[config.mk]
export PLATFORM = sky130hd
export DESIGN_NAME = mc_control_fsm_flat
export DESIGN_NICKNAME = d
export VERILOG_FILES = /design/src/rtl/mc_control_fsm_if.sv /design/src/rtl/mc_control_fsm.sv /design/src/flat_wrapper.sv
export SDC_FILE = /design/constraint.sdc
export NUM_CORES = 1
export LEC_CHECK = 0
export ABC_AREA = 1
export BUFFER_PORTS_ARGS = -buffer_cell sky130_fd_sc_hd__buf_2
export CAP_MARGIN = 40
export CORE_UTILIZATION = 30
export CTS_BUF_LIST = sky130_fd_sc_hd__clkbuf_16
export CTS_CLUSTER_DIAMETER = 50
export DETAILED_ROUTE_END_ITERATION = 8
export SYNTH_ARGS = -nofsm -noshare
export SYNTH_HDL_FRONTEND = slang
export SYNTH_SLANG_ARGS = --single-unit
[constraint.sdc]
create_clock -name clk -period 1.53 [get_ports clk]
set_input_delay 0.2295 -clock clk [delete_from_list [all_inputs] [get_ports clk]]
set_output_delay 0.2295 -clock clk [all_outputs]
set_load 0.005 [all_outputs]
[src/rtl/mc_control_fsm_if.sv]
// ----------------------------------------------------------------------------
// mc_control_fsm_if
//   Connects the multicycle MIPS main controller to its datapath.
//   master : the controller. It takes opcode, zero and mem_ready, and it drives
//            every mux select, every write enable and the debug state.
//   slave  : the datapath. It sees the same signals with opposite directions.
// Signals
//   opcode[5:0]    instr[31:26] from IR
//   zero           ALU zero flag
//   mem_ready      memory done handshake
//   iord           mem addr mux: 0=PC, 1=ALUOut
//   mem_write      memory write strobe
//   ir_write       IR load
//   reg_dst        dest mux: 0=rt, 1=rd
//   mem_to_reg     writeback mux: 0=ALUOut, 1=MDR
//   reg_write      regfile write
//   alu_src_a      0=PC, 1=A
//   alu_src_b[1:0] 0=B, 1=4, 2=signext imm, 3=signext imm<<2
//   alu_op[1:0]    0=add, 1=sub, 2=funct-decoded
//   pc_src[1:0]    0=ALU result, 1=ALUOut, 2=jump target
//   pc_en          PC load
//   illegal_op     unknown-opcode pulse
//   state[3:0]     current controller state
// ----------------------------------------------------------------------------
interface mc_control_fsm_if;
  logic [5:0] opcode;
  logic       zero;
  logic       mem_ready;
  logic       iord;
  logic       mem_write;
  logic       ir_write;
  logic       reg_dst;
  logic       mem_to_reg;
  logic       reg_write;
  logic       alu_src_a;
  logic [1:0] alu_src_b;
  logic [1:0] alu_op;
  logic [1:0] pc_src;
  logic       pc_en;
  logic       illegal_op;
  logic [3:0] state;

  modport master (
    input  opcode, zero, mem_ready,
    output iord, mem_write, ir_write, reg_dst, mem_to_reg, reg_write,
           alu_src_a, alu_src_b, alu_op, pc_src, pc_en, illegal_op, state
  );

  modport slave (
    output opcode, zero, mem_ready,
    input  iord, mem_write, ir_write, reg_dst, mem_to_reg, reg_write,
           alu_src_a, alu_src_b, alu_op, pc_src, pc_en, illegal_op, state
  );
endinterface

[src/rtl/mc_control_fsm.sv]
// ----------------------------------------------------------------------------
// mc_control_fsm
//   Multicycle MIPS main controller. It walks FETCH -> DECODE -> execute steps
//   and drives the datapath mux selects and the state-element write enables.
//   The control outputs are registered: each clock edge loads decode(next state),
//   so the outputs always match the state that is current.
// Ports
//   clk      rising-edge clock
//   reset_n  asynchronous active-low reset
//   bus      mc_control_fsm_if.master (opcode/zero/mem_ready in, controls out)
// Build option
//   MC_CTRL_MEMWAIT_EN : when defined, FETCH, MEMRD and MEMWR stay in their
//                        state while mem_ready=0, and in FETCH the IR load and
//                        the PC load are gated by mem_ready. When undefined,
//                        mem_ready is ignored.
// ----------------------------------------------------------------------------
module mc_control_fsm #(
  parameter logic [5:0] OP_RTYPE = 6'b000000,
  parameter logic [5:0] OP_LW    = 6'b100011,
  parameter logic [5:0] OP_SW    = 6'b101011,
  parameter logic [5:0] OP_BEQ   = 6'b000100,
  parameter logic [5:0] OP_ADDI  = 6'b001000,
  parameter logic [5:0] OP_J     = 6'b000010
) (
  input  logic             clk,
  input  logic             reset_n,
  mc_control_fsm_if.master bus
);

  typedef enum logic [3:0] {
    S_IDLE   = 4'd0,
    S_FETCH  = 4'd1,
    S_DECODE = 4'd2,
    S_MEMADR = 4'd3,
    S_MEMRD  = 4'd4,
    S_MEMWB  = 4'd5,
    S_MEMWR  = 4'd6,
    S_EXEC   = 4'd7,
    S_ALUWB  = 4'd8,
    S_BRANCH = 4'd9,
    S_ADDIEX = 4'd10,
    S_ADDIWB = 4'd11,
    S_JUMP   = 4'd12
  } state_t;

  typedef struct packed {
    logic       iord;
    logic       mem_write;
    logic       ir_write;
    logic       reg_dst;
    logic       mem_to_reg;
    logic       reg_write;
    logic       alu_src_a;
    logic [1:0] alu_src_b;
    logic [1:0] alu_op;
    logic [1:0] pc_src;
    logic       pc_write;
    logic       branch;
  } ctrl_t;

  state_t state_q, state_d;
  ctrl_t  ctrl_q;
  logic   illegal_q, illegal_d;
  logic   store_q;   // MEMADR needs lw/sw after DECODE, and opcode is ignored then
  logic   mem_ok;    // the memory has finished its access this cycle

`ifdef MC_CTRL_MEMWAIT_EN
  assign mem_ok = bus.mem_ready;
`else
  logic unused_mem_ready;
  assign unused_mem_ready = bus.mem_ready;
  assign mem_ok           = 1'b1;
`endif

  // Control word for each state. Any field that a state does not name is 0.
  function automatic ctrl_t decode(input state_t s);
    ctrl_t c;
    c = '0;
    case (s)
      S_FETCH:  begin c.ir_write = 1'b1; c.pc_write = 1'b1; c.alu_src_b = 2'd1; end
      S_DECODE: c.alu_src_b = 2'd3;
      S_MEMADR: begin c.alu_src_a = 1'b1; c.alu_src_b = 2'd2; end
      S_MEMRD:  c.iord = 1'b1;
      S_MEMWB:  begin c.mem_to_reg = 1'b1; c.reg_write = 1'b1; end
      S_MEMWR:  begin c.iord = 1'b1; c.mem_write = 1'b1; end
      S_EXEC:   begin c.alu_src_a = 1'b1; c.alu_op = 2'd2; end
      S_ALUWB:  begin c.reg_dst = 1'b1; c.reg_write = 1'b1; end
      S_BRANCH: begin
        c.alu_src_a = 1'b1; c.alu_op = 2'd1; c.pc_src = 2'd1; c.branch = 1'b1;
      end
      S_ADDIEX: begin c.alu_src_a = 1'b1; c.alu_src_b = 2'd2; end
      S_ADDIWB: c.reg_write = 1'b1;
      S_JUMP:   begin c.pc_src = 2'd2; c.pc_write = 1'b1; end
      default:  c = '0;
    endcase
    return c;
  endfunction

  // Next-state logic.
  // NOTE: every variable written in this block gets a default first, so no path
  // leaves a value to be held. Without those defaults synthesis infers latches.
  always_comb begin
    state_d   = state_q;
    illegal_d = 1'b0;
    case (state_q)
      S_IDLE:   state_d = S_FETCH;
      S_FETCH:  state_d = mem_ok ? S_DECODE : S_FETCH;
      S_DECODE: begin
        case (bus.opcode)
          OP_LW, OP_SW: state_d = S_MEMADR;
          OP_RTYPE:     state_d = S_EXEC;
          OP_BEQ:       state_d = S_BRANCH;
          OP_ADDI:      state_d = S_ADDIEX;
          OP_J:         state_d = S_JUMP;
          default: begin
            state_d   = S_FETCH;
            illegal_d = 1'b1;
          end
        endcase
      end
      S_MEMADR: state_d = store_q ? S_MEMWR : S_MEMRD;
      S_MEMRD:  state_d = mem_ok ? S_MEMWB : S_MEMRD;
      S_MEMWB:  state_d = S_FETCH;
      S_MEMWR:  state_d = mem_ok ? S_FETCH : S_MEMWR;
      S_EXEC:   state_d = S_ALUWB;
      S_ALUWB:  state_d = S_FETCH;
      S_BRANCH: state_d = S_FETCH;
      S_ADDIEX: state_d = S_ADDIWB;
      S_ADDIWB: state_d = S_FETCH;
      S_JUMP:   state_d = S_FETCH;
      default:  state_d = S_FETCH;   // codes 13-15 are unreachable; recover to FETCH
    endcase
  end

  // NOTE: state is held in non-blocking assignments with an asynchronous reset.
  // When reset_n falls, the enables drop at once, without waiting for an edge.
  always_ff @(posedge clk or negedge reset_n) begin
    if (!reset_n) begin
      state_q   <= S_IDLE;
      ctrl_q    <= '0;
      illegal_q <= 1'b0;
      store_q   <= 1'b0;
    end else begin
      state_q   <= state_d;
      ctrl_q    <= decode(state_d);
      illegal_q <= illegal_d;
      if (state_q == S_DECODE) store_q <= (bus.opcode == OP_SW);
    end
  end

  // While FETCH waits on memory, the IR load and the PC increment are held off.
  // The JUMP and BRANCH PC loads are never gated.
  logic fetch_ok;
  assign fetch_ok = mem_ok | (state_q != S_FETCH);

  assign bus.iord       = ctrl_q.iord;
  assign bus.mem_write  = ctrl_q.mem_write;
  assign bus.ir_write   = ctrl_q.ir_write & fetch_ok;
  assign bus.reg_dst    = ctrl_q.reg_dst;
  assign bus.mem_to_reg = ctrl_q.mem_to_reg;
  assign bus.reg_write  = ctrl_q.reg_write;
  assign bus.alu_src_a  = ctrl_q.alu_src_a;
  assign bus.alu_src_b  = ctrl_q.alu_src_b;
  assign bus.alu_op     = ctrl_q.alu_op;
  assign bus.pc_src     = ctrl_q.pc_src;
  assign bus.pc_en      = (ctrl_q.pc_write & fetch_ok) | (ctrl_q.branch & bus.zero);
  assign bus.illegal_op = illegal_q;
  assign bus.state      = state_q;

endmodule

[src/flat_wrapper.sv]
// flat-port wrapper written by rule: the top's interface ports become plain ports
module mc_control_fsm_flat 
#(
  parameter logic [5:0] OP_RTYPE = 6'b000000,
  parameter logic [5:0] OP_LW    = 6'b100011,
  parameter logic [5:0] OP_SW    = 6'b101011,
  parameter logic [5:0] OP_BEQ   = 6'b000100,
  parameter logic [5:0] OP_ADDI  = 6'b001000,
  parameter logic [5:0] OP_J     = 6'b000010
)
  (clk, reset_n, bus_opcode, bus_zero, bus_mem_ready, bus_iord, bus_mem_write, bus_ir_write, bus_reg_dst, bus_mem_to_reg, bus_reg_write, bus_alu_src_a, bus_alu_src_b, bus_alu_op, bus_pc_src, bus_pc_en, bus_illegal_op, bus_state);
  mc_control_fsm_if bus_i ();
  input  logic clk;
  input  logic reset_n;
  input wire logic [$bits(bus_i.opcode)-1:0] bus_opcode;
  input wire logic [$bits(bus_i.zero)-1:0] bus_zero;
  input wire logic [$bits(bus_i.mem_ready)-1:0] bus_mem_ready;
  output wire logic [$bits(bus_i.iord)-1:0] bus_iord;
  output wire logic [$bits(bus_i.mem_write)-1:0] bus_mem_write;
  output wire logic [$bits(bus_i.ir_write)-1:0] bus_ir_write;
  output wire logic [$bits(bus_i.reg_dst)-1:0] bus_reg_dst;
  output wire logic [$bits(bus_i.mem_to_reg)-1:0] bus_mem_to_reg;
  output wire logic [$bits(bus_i.reg_write)-1:0] bus_reg_write;
  output wire logic [$bits(bus_i.alu_src_a)-1:0] bus_alu_src_a;
  output wire logic [$bits(bus_i.alu_src_b)-1:0] bus_alu_src_b;
  output wire logic [$bits(bus_i.alu_op)-1:0] bus_alu_op;
  output wire logic [$bits(bus_i.pc_src)-1:0] bus_pc_src;
  output wire logic [$bits(bus_i.pc_en)-1:0] bus_pc_en;
  output wire logic [$bits(bus_i.illegal_op)-1:0] bus_illegal_op;
  output wire logic [$bits(bus_i.state)-1:0] bus_state;
  assign bus_i.opcode = bus_opcode;
  assign bus_i.zero = bus_zero;
  assign bus_i.mem_ready = bus_mem_ready;
  assign bus_iord = bus_i.iord;
  assign bus_mem_write = bus_i.mem_write;
  assign bus_ir_write = bus_i.ir_write;
  assign bus_reg_dst = bus_i.reg_dst;
  assign bus_mem_to_reg = bus_i.mem_to_reg;
  assign bus_reg_write = bus_i.reg_write;
  assign bus_alu_src_a = bus_i.alu_src_a;
  assign bus_alu_src_b = bus_i.alu_src_b;
  assign bus_alu_op = bus_i.alu_op;
  assign bus_pc_src = bus_i.pc_src;
  assign bus_pc_en = bus_i.pc_en;
  assign bus_illegal_op = bus_i.illegal_op;
  assign bus_state = bus_i.state;
  mc_control_fsm #(.OP_RTYPE(OP_RTYPE), .OP_LW(OP_LW), .OP_SW(OP_SW), .OP_BEQ(OP_BEQ), .OP_ADDI(OP_ADDI), .OP_J(OP_J)) u_core (.clk(clk), .reset_n(reset_n), .bus(bus_i));
endmodule
==> results by group <==
STA
  – Setup_tns: 0 ps
  – Final Hold Fails: 0
  – Final period utilization: 0.9566
  – RSZ-0062 raised after global routing: true
  – Max-slew violations: 0
  – Minimum clock period: 1464 ps
  – Final setup fails: 0
  – Tightest Pin Transition: 439.7 ps
  – Fmax: 0.6832 GHz
  – Final Skew: 1.863 ps
  – Slew Limit Headroom: 0.7068

Clock network
  – CTS root buffer: clkbuf_16
  – CTS H-tree depth: 1
  – CTS Buf Count: 3
  – CTS Buffer Depth: 2
  – Worst-Skew Late Latency: 250 ps
  – CTS clock-pin slew for the worst setup and hold paths: 50 ps
  – CTS tree: done
  – Clock sink total: 20

Synth
  – Synth Cell Area: 979.7 um^2
  – Post-synth cell types: 19
  – Yosys reg bits: 20
  – Synth Instances: 117
  – Warnings, synthesis: 0
  – Mean post-synth cell area: 8.373 um^2
  – Sequential area share after synthesis: 0.5109
  – Syn Nets: 127

Power and ir drop
  – Seq pwr share: 0.280
  – Clock power share: 0.253
  – Switching power: 1.022 mW
  – Switch share: 0.3690
  – Comb pwr share: 0.467
  – PwrDens: 1936 nW/um^2
  – Max rail drop VDD: 0.0004995 V
  – Internal power: 1.747 mW
  – Leak: 0.8015 nW

Floorplanning
  – Starting density of the core: 0.3183
  – Core box area: 3078 um^2
  – Die area: 3498 um^2
  – I/O pins: 29
  – DIE HEIGHT: 59.15 um
  – Die W: 59.15 um
  – FP Rows: 20

Detailed routing
  – DRT iter0 DRCs: 16
  – Total number of vias: 830
  – First drt pass iteration count: 4
  – DRC Markers: 0
  – Routed Antenna Nets: 0
  – Wirelength per Cell: 10.28 um
  – Vias/cell: 4.301
  – Routed WL: 1985 um

Placement
  – Final GP Congestion: 0.7753
  – HPWL Detailed: 1407 um
  – Number of cells after detailed placement: 183
  – PortBufs: 27

Cells and area
  – Ant diodes: 0
  – Layout area overhead: 45.98%
  – Max FFs per register: 4
  – Layout cells sized above 1: 0.5705
  – Number of nets in the layout: 160
  – Non-filler cells, final: 193

Worst hold path
  – Hold WC Path Type: input port to flip-flop
  – Hold Path Origin: bus_opcode[3]
  – Hold Path End: u_core.store_q
  – Hold Crit Depth: 3

Critical path
  – R2r endpoint: u_core.bus.alu_src_b[0]
  – Setup crit start kind: flip-flop
  – R2R Setup Slk: 70 ps
  – R2r startpoint: u_core.bus.state[0]
  – Worst setup path class: flip-flop to flip-flop
  – Critical path arrival: 1650 ps
  – R2r worst-path depth: 11
  – Critical path launch point: u_core.bus.state[0]
  – Critical Path RT: 1720 ps
  – CP endpoint kind: flip-flop
  – Worst-path maximum fanout: 5

Global routing
  – Initial antenna violation count: 0
  – All-Layer GR Usage: 0.1103
  – Largest net degree at the start of global routing: 21
  – Vias in the first global route: 727
  – First-pass GRT wire length: 2939 um
  – GRT overflow: 0

Outcome
  – Outcome: finished clean

Flow run
  – Number of max-cap violations: 0
synth_stat cells:
| master | n | area, um^2 |
|---|---|---|
| inv_2 | 4 | 15.01 |
| buf_4 | 6 | 45.04 |
| a21o_1 | 1 | 7.510 |
| o21ai_0 | 1 | 5.000 |
| nor2_2 | 6 | 37.54 |
| inv_1 | 12 | 45.04 |
| nand3_1 | 9 | 45.04 |
| nor3_1 | 1 | 5.000 |
| and2_1 | 1 | 6.260 |
| a21oi_1 | 1 | 5.000 |
| nand2_1 | 21 | 78.83 |
| dfrtp_1 | 20 | 500.5 |
| nor2_1 | 20 | 75.07 |
| nand3_2 | 4 | 40.04 |
| nor2_4 | 1 | 11.26 |
| nand4_1 | 1 | 6.260 |
| clkinv_2 | 1 | 5.000 |
| nand2_2 | 6 | 37.54 |
| o21ai_2 | 1 | 8.760 |
per-stage QoR:
step                power (mW)  hold WS, ps  cell area [um^2]  utilization  worst slack [ps]
floorplan                1.380       -66.09             979.7            -             201.3
global placement         1.618        185.3              1132       0.3679             67.00
detailed placement       1.643        195.0              1132       0.3679             31.41
CTS                      2.354        275.5              1247       0.4053             22.59
global route             2.958        324.2              1430       0.4646            -60.07
finish                   2.768        267.7              1430       0.4646             66.35
cell usage in the layout, fill, tap and decap left out, types with 5 or more instances in the layout:
| cell type | count |
|---|---|
| buf_4 | 6 |
| nor2_2 | 12 |
| inv_2 | 6 |
| nor2_4 | 5 |
| buf_2 | 27 |
| dfrtp_1 | 18 |
| nand3_1 | 7 |
| nand2_4 | 6 |
| nand2_1 | 15 |
| inv_1 | 9 |
| nor2_1 | 10 |
| nand2_2 | 6 |
layout make-up:
| type | count | area [um^2] |
|---|---|---|
| multi-input combinational | 74 | 505.5 |
| tap | 44 | 55.05 |
| timing repair buffer | 34 | 190.2 |
| clock inverter | 1 | 30.03 |
| fill | 303 | 1648 |
| sequential | 20 | 503.0 |
| inverter | 17 | 71.32 |
| clock buffer | 3 | 75.07 |
metal layers:
metal  global-route usage  wire [um]  share of wire
met2               0.1899       1039           0.52
met3              0.01965         62          0.031
met4              0.04082         19         0.0096
met1               0.1374        864           0.44
met5                    0          0              0
worst max path at each step:
stage,end,slack (ps),cells after the start
after global routing,u_core.bus.alu_src_a,-60,10
after floorplan,u_core.bus.alu_src_a,200,9
final,u_core.bus.alu_src_b[0],70,11
after global placement,u_core.bus.alu_src_a,70,10
after CTS,u_core.bus.alu_src_b[1],20,10
after detailed placement,u_core.bus.alu_src_b[1],30,10
cells by family (layout without fill, tap and decap cells):
group / Yosys count / in the layout / share of synthesized area
buffers and inverters: 23 / 55 / 0.1124
DFF: 20 / 20 / 0.5109
AOI/OAI and AO/OA: 4 / 4 / 0.02681
and+or+nand+nor: 70 / 70 / 0.3499
timing repair:
item	in CTS	in global routing
gates resized for setup	0	42
hold buffers	1	0
setup endpoints to repair	0	4
buffers inserted	0	5
hold endpoints to repair	20	0
power groups by stage:
stage	clock network (mW)	logic, mW	registers [mW]
final	0.700	1.29	0.775
after detailed placement	0	0.882	0.760
after global routing	0.744	1.42	0.791
after floorplan	0	0.608	0.773
after global placement	0	0.859	0.759
after CTS	0.712	0.891	0.751
worst max-delay path: stages (launching register included):
cell	delay, ps
dfrtp_2	450
nand2_1	80
inv_1	60
nand2_2	90
nand2_1	80
nor2_1	200
nand2_4	70
nand3_4	70
nand2_4	70
nor2_2	110
inv_2	60
nand2_1	60
(Power assumes the default switching activity.)
